===== src/rtl/sync_fifo_ext.sv =====
// Single-clock FIFO that accepts any depth. It has a standard or first-word-fall-through
// read mode, programmable almost-full and almost-empty thresholds, an occupancy output,
// and sticky overflow/underflow error flags.
module sync_fifo_ext #(
    parameter int DATA_WIDTH = 8,
    parameter int DEPTH      = 16,
    parameter int FWFT       = 0,
    parameter int AF_THRESH  = DEPTH - 2,
    parameter int AE_THRESH  = 2
) (
    input  logic                         clk,
    input  logic                         rst,
    input  logic                         wr_en,
    input  logic [DATA_WIDTH-1:0]        din,
    input  logic                         rd_en,
    output logic [DATA_WIDTH-1:0]        dout,
    output logic                         valid,
    output logic                         full,
    output logic                         empty,
    output logic                         almost_full,
    output logic                         almost_empty,
    output logic [$clog2(DEPTH+1)-1:0]   count,
    output logic                         overflow,
    output logic                         underflow,
    input  logic                         clr_err
);

    localparam int CW = $clog2(DEPTH + 1);
    localparam int PW = (DEPTH > 1) ? $clog2(DEPTH) : 1;

    localparam logic [CW-1:0] DEPTH_C  = CW'(DEPTH);
    localparam logic [CW-1:0] AF_C     = CW'(AF_THRESH);
    localparam logic [CW-1:0] AE_C     = CW'(AE_THRESH);
    localparam logic [PW-1:0] LAST_PTR = PW'(DEPTH - 1);

    logic [DATA_WIDTH-1:0] mem_r [DEPTH];
    logic [PW-1:0]         wr_ptr_r;
    logic [PW-1:0]         rd_ptr_r;
    logic [CW-1:0]         count_r;
    logic                  overflow_r;
    logic                  underflow_r;

    logic                  full_s;
    logic                  empty_s;
    logic                  wr_acc_s;
    logic                  rd_acc_s;
    logic [CW-1:0]         count_nxt_s;

    // Status decodes of the registered occupancy.
    always_comb begin
        full_s  = (count_r == DEPTH_C);
        empty_s = (count_r == {CW{1'b0}});
    end

    // Acceptance: a read needs data; a write needs room, or a simultaneous accepted read.
    always_comb begin
        rd_acc_s = 1'b0;
        wr_acc_s = 1'b0;
        if (rd_en && !empty_s) begin
            rd_acc_s = 1'b1;
        end else begin
            rd_acc_s = 1'b0;
        end
        if (wr_en && (!full_s || rd_acc_s)) begin
            wr_acc_s = 1'b1;
        end else begin
            wr_acc_s = 1'b0;
        end
    end

    // Next occupancy: a write and a read in the same cycle cancel out.
    always_comb begin
        count_nxt_s = count_r;
        case ({wr_acc_s, rd_acc_s})
            2'b10:   count_nxt_s = count_r + CW'(1);
            2'b01:   count_nxt_s = count_r - CW'(1);
            default: count_nxt_s = count_r;
        endcase
    end

    // Storage array. It is not reset, because the pointers alone define which entries are valid.
    always_ff @(posedge clk) begin
        if (wr_acc_s) begin
            mem_r[wr_ptr_r] <= din;
        end
    end

    // Pointers and occupancy. The wrap at DEPTH-1 is explicit so that odd depths work.
    always_ff @(posedge clk or posedge rst) begin
        if (rst) begin
            wr_ptr_r <= {PW{1'b0}};
            rd_ptr_r <= {PW{1'b0}};
            count_r  <= {CW{1'b0}};
        end else begin
            if (wr_acc_s) begin
                wr_ptr_r <= (wr_ptr_r == LAST_PTR) ? {PW{1'b0}} : wr_ptr_r + PW'(1);
            end
            if (rd_acc_s) begin
                rd_ptr_r <= (rd_ptr_r == LAST_PTR) ? {PW{1'b0}} : rd_ptr_r + PW'(1);
            end
            count_r <= count_nxt_s;
        end
    end

    // Sticky error flags. A new error in the same cycle as clr_err keeps the flag set.
    always_ff @(posedge clk or posedge rst) begin
        if (rst) begin
            overflow_r  <= 1'b0;
            underflow_r <= 1'b0;
        end else begin
            if (wr_en && !wr_acc_s) begin
                overflow_r <= 1'b1;
            end else if (clr_err) begin
                overflow_r <= 1'b0;
            end
            if (rd_en && empty_s) begin
                underflow_r <= 1'b1;
            end else if (clr_err) begin
                underflow_r <= 1'b0;
            end
        end
    end

    generate
        if (FWFT != 0) begin : g_fwft
            // Head-of-queue word is presented directly whenever the FIFO holds data.
            always_comb begin
                dout  = mem_r[rd_ptr_r];
                valid = !empty_s;
            end
        end else begin : g_std
            logic [DATA_WIDTH-1:0] dout_r;
            logic                  valid_r;

            // Registered read port: a 1-cycle valid pulse per accepted read, and dout holds between reads.
            always_ff @(posedge clk or posedge rst) begin
                if (rst) begin
                    dout_r  <= {DATA_WIDTH{1'b0}};
                    valid_r <= 1'b0;
                end else begin
                    if (rd_acc_s) begin
                        dout_r <= mem_r[rd_ptr_r];
                    end
                    valid_r <= rd_acc_s;
                end
            end

            // Drive the read port from its registers.
            always_comb begin
                dout  = dout_r;
                valid = valid_r;
            end
        end
    endgenerate

    // Output mapping.
    always_comb begin
        full         = full_s;
        empty        = empty_s;
        almost_full  = (count_r >= AF_C);
        almost_empty = (count_r <= AE_C);
        count        = count_r;
        overflow     = overflow_r;
        underflow    = underflow_r;
    end

endmodule


===== config.mk =====
export PLATFORM = sky130hd
export DESIGN_NAME = sync_fifo_ext
export DESIGN_NICKNAME = d
export VERILOG_FILES = /design/src/rtl/sync_fifo_ext.sv
export SDC_FILE = /design/constraint.sdc
export NUM_CORES = 1
export LEC_CHECK = 0
export CAP_MARGIN = 10
export CORE_UTILIZATION = 57
export DETAILED_ROUTE_END_ITERATION = 8
export DONT_BUFFER_PORTS = 1
export PLACE_DENSITY = 0.75
export REMOVE_ABC_BUFFERS = 1
export SLEW_MARGIN = 20
export SYNTH_ARGS = -nofsm -noshare
export SYNTH_HDL_FRONTEND = slang
export SYNTH_SLANG_ARGS = --single-unit
export TNS_END_PERCENT = 30

===== constraint.sdc =====
create_clock -name clk -period 2.45 [get_ports clk]
set_clock_uncertainty 0.2 [all_clocks]
set_input_delay 0.49 -clock clk [delete_from_list [all_inputs] [get_ports clk]]
set_output_delay 0.49 -clock clk [all_outputs]
set_load 0.05 [all_outputs]

# ---- Word level (Yosys, flattened, before mapping)
# Memories as Yosys holds them, arrays and structs flattened. A register that Yosys moved wholly into a read port is not among the register bits.
# Cells that the tools add are included.
dict set report op_classes {
  n_lt_le_gt_ge 2
  n_reduce_logical 12
  eq_ne 5
  n_mux 10
  addsub 4
}
# op count
set op_table {}
lappend op_table {{5-bit case mux with 2 select lines} 1}
lappend op_table {{4-bit by 1-bit adder with 4-bit output, second input constant} 2}
lappend op_table {{4-bit == test, second input constant} 2}
lappend op_table {{4-bit 2-to-1 mux} 2}
lappend op_table {{1-bit 2-to-1 mux} 7}
lappend op_table {{2-bit nonzero test} 3}
lappend op_table {{5-bit by 1-bit adder with 5-bit output, second input constant} 1}
lappend op_table {{5-bit == test, second input constant} 1}
lappend op_table {{5-bit by 4-bit >= comparator with 1-bit output, second input constant} 1}
lappend op_table {{5-bit by 2-bit <= comparator with 1-bit output, second input constant} 1}
lappend op_table {{5-bit zero test} 1}
lappend op_table {{5-bit by 1-bit subtractor with 5-bit output, second input constant} 1}
lappend op_table {{1-bit logical AND} 4}
lappend op_table {{1-bit zero test} 3}
lappend op_table {{2-bit by 1-bit == test with 1-bit output, second input constant} 1}
lappend op_table {{2-bit == test, second input constant} 1}
lappend op_table {{1-bit logical OR} 1}
dict set report word_totals {
  out_inout_bits 20
  in_bits 13
  wordCells 40
  memories 1
  register_bits 16
  mem_bits_rw 128
}
# name depth width read_ports rd_ports_with_merged_regs wr line_no
set memory_table {}
lappend memory_table {mem_r 16 8 1 1 1 36} ;# logic [DATA_WIDTH-1:0] mem_r [DEPTH];

# ---- Depth between registers and ports, before layout
dict set report logic_depth {
  word_depth 10
  mapped_depth 8
  mapped_depth_nobuf 7
}

# ---- Worst setup path before layout
# OpenSTA, ideal clock, no wires.
dict set report synth_timing {
  path_kind {register to output}
  from {register count_r[4] (netlist: count[4])}
  to {output port almost_empty}
  path_stages_with_launch 3
  n_path_buf 1
  arrival_ns 3.326
  setup_slack_ns -1.566
  t_required_ns 1.760
  path_cell_list {dfrtp_1 -> clkbuf_1 -> a2111oi_0}
}
dict set report synth_via {
  elab_chain_len 1
}
# item line_no
set synth_rtl {}
lappend synth_rtl {{start: declaration} 39} ;# logic [CW-1:0] count_r;
lappend synth_rtl {{start signal: assignment} 93} ;# count_r <= {CW{1'b0}};
lappend synth_rtl {{start signal: assignment} 101} ;# count_r <= count_nxt_s;
lappend synth_rtl {{5-bit by 2-bit <= comparator with 1-bit output} 161} ;# almost_empty = (count_r <= AE_C);
lappend synth_rtl {{end: declaration} 21} ;# output logic almost_empty,
# Every way passes these cells.

# ---- Final worst setup path
dict set report layout_timing {
  from {register count_r[1] (netlist: count[1])}
  to {output port empty}
}
dict set report layout_via {
  elab_chain_len 1
}
# item line_no
set layout_rtl {}
lappend layout_rtl {{5-bit zero test} 52} ;# empty_s = (count_r == {CW{1'b0}});
lappend layout_rtl {{end: declaration} 19} ;# output logic empty,
# Every way passes these cells.

==> impl_metrics.xml <==
<?xml version="1.0" encoding="UTF-8"?>
<metrics>
  <group name="layout">
    <metric name="diodes" unit="">0</metric>
    <metric name="layout.cells.most_common_list" unit="">edfxtp_1 (128), mux4_2 (32), dfrtp_1 (24)</metric>
    <metric name="layout-drive-gt1-share" unit="">0.264</metric>
    <metric name="design.final.nets" unit="">391</metric>
    <metric name="synthToLayoutAreaGrowth" unit="%">17.6</metric>
    <metric name="mostFrequentLayoutCell" unit="">edfxtp_1</metric>
    <metric name="final_area" unit="µm²">7280</metric>
    <metric name="layout.filler_cells" unit="">641</metric>
  </group>
  <group name="sta">
    <metric name="final.min_clock_period" unit="ns">2.53</metric>
    <metric name="relSlewSlack" unit="">0.602</metric>
    <metric name="final-max-slew-violation-count" unit="">0</metric>
    <metric name="setup-violations-final" unit="">2</metric>
    <metric name="hold_slack" unit="ns">0.0362</metric>
    <metric name="tns" unit="ns">-0.161</metric>
    <metric name="hold_viol_final" unit="">0</metric>
    <metric name="unrepaired_setup_endpoints_after_global_routing" unit="">yes</metric>
    <metric name="worst_slew_pin_slew" unit="ns">0.595</metric>
    <metric name="finalCritPeriodShare" unit="">1.03</metric>
    <metric name="fmax" unit="MHz">395</metric>
    <metric name="fin_ws" unit="ns">-0.0835</metric>
  </group>
  <group name="synthesis">
    <metric name="yosysUniqueCellTypes" unit="">41</metric>
    <metric name="dominantRegCellSynth" unit="">edfxtp_1</metric>
    <metric name="async_reset_ff_frac" unit="">0.158</metric>
    <metric name="ys_seq_elements" unit="">152</metric>
    <metric name="synth.largest_area_cell" unit="">edfxtp_1</metric>
    <metric name="postSynthAreaPerCell" unit="µm²">18.9</metric>
    <metric name="yosys-top-cells-area" unit="">edfxtp_1 (62%), mux4_2 (12%), dfrtp_1 (9.7%), mux2i_1 (2.7%), ha_1 (1.6%)</metric>
    <metric name="synth-edff-count" unit="">128</metric>
    <metric name="synthCells" unit="">328</metric>
    <metric name="yosysSeqAreaShare" unit="">0.718</metric>
    <metric name="post-synth-top-area-fraction" unit="">0.621</metric>
    <metric name="ys_warn_count" unit="">0</metric>
    <metric name="cell_area_after_synthesis" unit="µm²">6190</metric>
  </group>
  <group name="global_route">
    <metric name="grt_pass1_wl" unit="mm">18.7</metric>
    <metric name="met1_usage" unit="">0.298</metric>
    <metric name="globalRoute.totalOverflow" unit="">0</metric>
    <metric name="grt_antenna_before_repair" unit="">0</metric>
    <metric name="grt_start_max_net_pins" unit="">37</metric>
    <metric name="busiest_layer" unit="">met2</metric>
    <metric name="grtUsageMet2" unit="">0.391</metric>
    <metric name="grt_usage" unit="">0.235</metric>
    <metric name="via_count_of_the_first_global_routing_pass" unit="">3325</metric>
    <metric name="globalRouteMet3Util" unit="">0.0607</metric>
  </group>
  <group name="place">
    <metric name="placed_area" unit="µm²">6490</metric>
    <metric name="placer_s_final_routability_congestion_estimate" unit="">0.778</metric>
    <metric name="io_buffers" unit="">0</metric>
    <metric name="detailedPlacementHpwl" unit="mm">7.20</metric>
  </group>
  <group name="pwr">
    <metric name="design_internal_power" unit="W">0.00597</metric>
    <metric name="pwr-share-seq" unit="">0.412</metric>
    <metric name="power.density" unit="nW/µm²">1220</metric>
    <metric name="vdd_drop_max" unit="mV">0.990</metric>
    <metric name="fin_total_pwr" unit="W">0.00886</metric>
    <metric name="power.net_switching" unit="W">0.00289</metric>
    <metric name="power.leakage" unit="nW">2.57</metric>
    <metric name="clock_power_share" unit="">0.284</metric>
    <metric name="power.share.switching" unit="">0.326</metric>
    <metric name="power_frac_comb" unit="">0.304</metric>
  </group>
  <group name="clock_tree">
    <metric name="cts_max_path_buffers" unit="">2</metric>
    <metric name="clock-root-buffer" unit="">clkbuf_8</metric>
    <metric name="clkSinkCount" unit="">152</metric>
    <metric name="tritoncts" unit="">built</metric>
    <metric name="clk_pin_slew_worst_paths" unit="ns">0.06</metric>
    <metric name="cts_inserted_buffers" unit="">17</metric>
    <metric name="clock_latency" unit="ns">0.51</metric>
    <metric name="clock_tree.htree_level_count" unit="">4</metric>
  </group>
  <group name="floorplanning">
    <metric name="die_area" unit="µm²">11300</metric>
    <metric name="boundaryPins" unit="">33</metric>
    <metric name="initial_utilization" unit="">0.594</metric>
    <metric name="core" unit="µm²">10400</metric>
    <metric name="die_h" unit="µm">106</metric>
    <metric name="die_w" unit="µm">106</metric>
    <metric name="placementRows" unit="">37</metric>
  </group>
  <group name="detailed_routing">
    <metric name="drt_first_pass_iters" unit="">4</metric>
    <metric name="postRouteAntennaNets" unit="">0</metric>
    <metric name="via_per_inst" unit="">6.00</metric>
    <metric name="drt_iter0_markers" unit="">247</metric>
    <metric name="detail_route.wirelength" unit="mm">11.9</metric>
    <metric name="detail_route.wl_per_cell" unit="µm">22.9</metric>
    <metric name="drc" unit="">0</metric>
    <metric name="route.vias.total" unit="">3108</metric>
  </group>
  <group name="hold_path">
    <metric name="hold_path_sink" unit="">count[0]</metric>
    <metric name="timing.hold.worst.start" unit="">wr_en</metric>
    <metric name="min_path_type" unit="">in2reg</metric>
    <metric name="min_path_cells" unit="">2</metric>
  </group>
  <group name="critical_path">
    <metric name="crit_top_cell" unit="">buf_6</metric>
    <metric name="worst-path-max-fanout" unit="">3</metric>
    <metric name="cp_max_stage_delay" unit="ns">0.54</metric>
    <metric name="worst-setup-path-type" unit="">reg2out</metric>
    <metric name="r2r_cells" unit="">8</metric>
    <metric name="cp_cell_sequence" unit="">or4_4 -&gt; buf_6 -&gt; nor2_4 -&gt; buf_6</metric>
    <metric name="startpoint_of_the_most_critical_register_to_register_path" unit="">count[3]</metric>
    <metric name="worst-endpoint-arrival" unit="ns">1.84</metric>
    <metric name="timing.critical_path.from_type" unit="">flip-flop</metric>
    <metric name="crit_slowest_cell" unit="">or4_4</metric>
    <metric name="regToRegSetupSlack" unit="ns">0.08</metric>
    <metric name="required" unit="ns">1.76</metric>
    <metric name="endpoint_kind" unit="">output pin</metric>
    <metric name="regToRegEndpoint" unit="">count[3]</metric>
  </group>
  <group name="run_status">
    <metric name="violations" unit="">setup timing</metric>
    <metric name="run_status" unit="">finished, violations left</metric>
  </group>
  <group name="run">
    <metric name="maxCapViolations" unit="">0</metric>
  </group>
</metrics>
[how the worst max path moves through the flow]
| stage | startpoint | to | slack, ns | cells after the start |
|---|---|---|---|---|
| detailed placement | count[3] | count[4] | -0.03 | 7 |
| CTS | count[2] | empty | -0.08 | 4 |
| global route | count[1] | empty | -0.15 | 4 |
| global placement | count[3] | count[4] | 0.06 | 7 |
| finish | count[1] | empty | -0.08 | 4 |
| floorplan | count[4] | almost_empty | -1.45 | 1 |
[metal layers]
metal | vias to the layer above | share of wire
met2 | 97 | 0.51
met4 | 0 | 0.015
met5 | - | 0
met3 | 15 | 0.058
li1 | 1395 | -
met1 | 1601 | 0.41
[critical path, delay by kind of cell (launching register included)]
| kind | cells | cell delay, ns |
|---|---|---|
| simple gates | 2 | 0.62 |
| flops | 1 | 0.40 |
| buf+inv | 2 | 0.31 |
[registers in the layout (all words and copies together), names as in the netlist]
register   count
overflow       1
mem_r        128
valid          1
dout           8
count          5
underflow      1
wr_ptr_r       4
rd_ptr_r       4
[power by group through the flow]
| stage | combinational, W | clock [W] | sequential, W |
|---|---|---|---|
| after floorplan | 0.00141 | 0 | 0.00405 |
| final | 0.00270 | 0.00252 | 0.00365 |
| after global placement | 0.00252 | 0 | 0.00367 |
| after global routing | 0.00289 | 0.00266 | 0.00368 |
| after CTS | 0.00269 | 0.00254 | 0.00364 |
| after detailed placement | 0.00254 | 0 | 0.00369 |
[Yosys cell counts (2+ instances only)]
| cell type | number |
|---|---|
| edfxtp_1 | 128 |
| a21o_1 | 4 |
| nor2_1 | 3 |
| a21oi_1 | 4 |
| inv_1 | 7 |
| ha_1 | 8 |
| nand3_1 | 5 |
| buf_2 | 9 |
| nor3_1 | 2 |
| o21ai_0 | 7 |
| clkbuf_1 | 3 |
| and3_1 | 9 |
| mux2i_1 | 17 |
| dfrtp_1 | 24 |
| nand2_1 | 18 |
| mux2_4 | 3 |
| mux4_2 | 32 |
| nand2b_1 | 4 |
| xnor2_1 | 4 |
| and2_1 | 9 |
| o221ai_1 | 8 |
[what timing repair did]
| action | in CTS | in global routing |
|---|---|---|
| endpoints found under the hold margin | 155 | 0 |
| hold buffers | 12 | 0 |
| endpoints found under the setup margin | 3 | 21 |
| buffers inserted | 3 | 0 |
| resized for setup | 10 | 9 |
| pin swaps | 1 | 1 |
[cell type report]
type | count | area [µm²] | area share
clock inverter | 8 | 124 | 0.0170
inverter | 8 | 30.0 | 0.00412
tap | 136 | 170 | 0.0234
timing repair buffer | 36 | 360 | 0.0495
clock buffer | 24 | 450 | 0.0619
sequential | 152 | 4440 | 0.610
multi-input combinational | 154 | 1700 | 0.234
[kinds of logic after synthesis]
logic type / after synthesis / synth area share
XOR/XNOR: 5 / 0.00707
AND/OR/NAND/NOR: 55 / 0.0459
buffers and inverters: 22 / 0.0164
multiplexers: 53 / 0.155
flip-flops: 152 / 0.718
AO/OA/AOI/OAI: 32 / 0.0386
adder cells (fa/ha/maj): 9 / 0.0194
[metrics by stage]
step | utilization | std cells | setup WS (ns)
floorplan | - | 314 | -1.45
global placement | 0.623 | 471 | 0.0559
detailed placement | 0.623 | 471 | -0.0327
CTS | 0.696 | 518 | -0.0815
global route | 0.699 | 518 | -0.153
finish | 0.699 | 518 | -0.0835
Note: power is estimated with default switching activity, not from simulation.
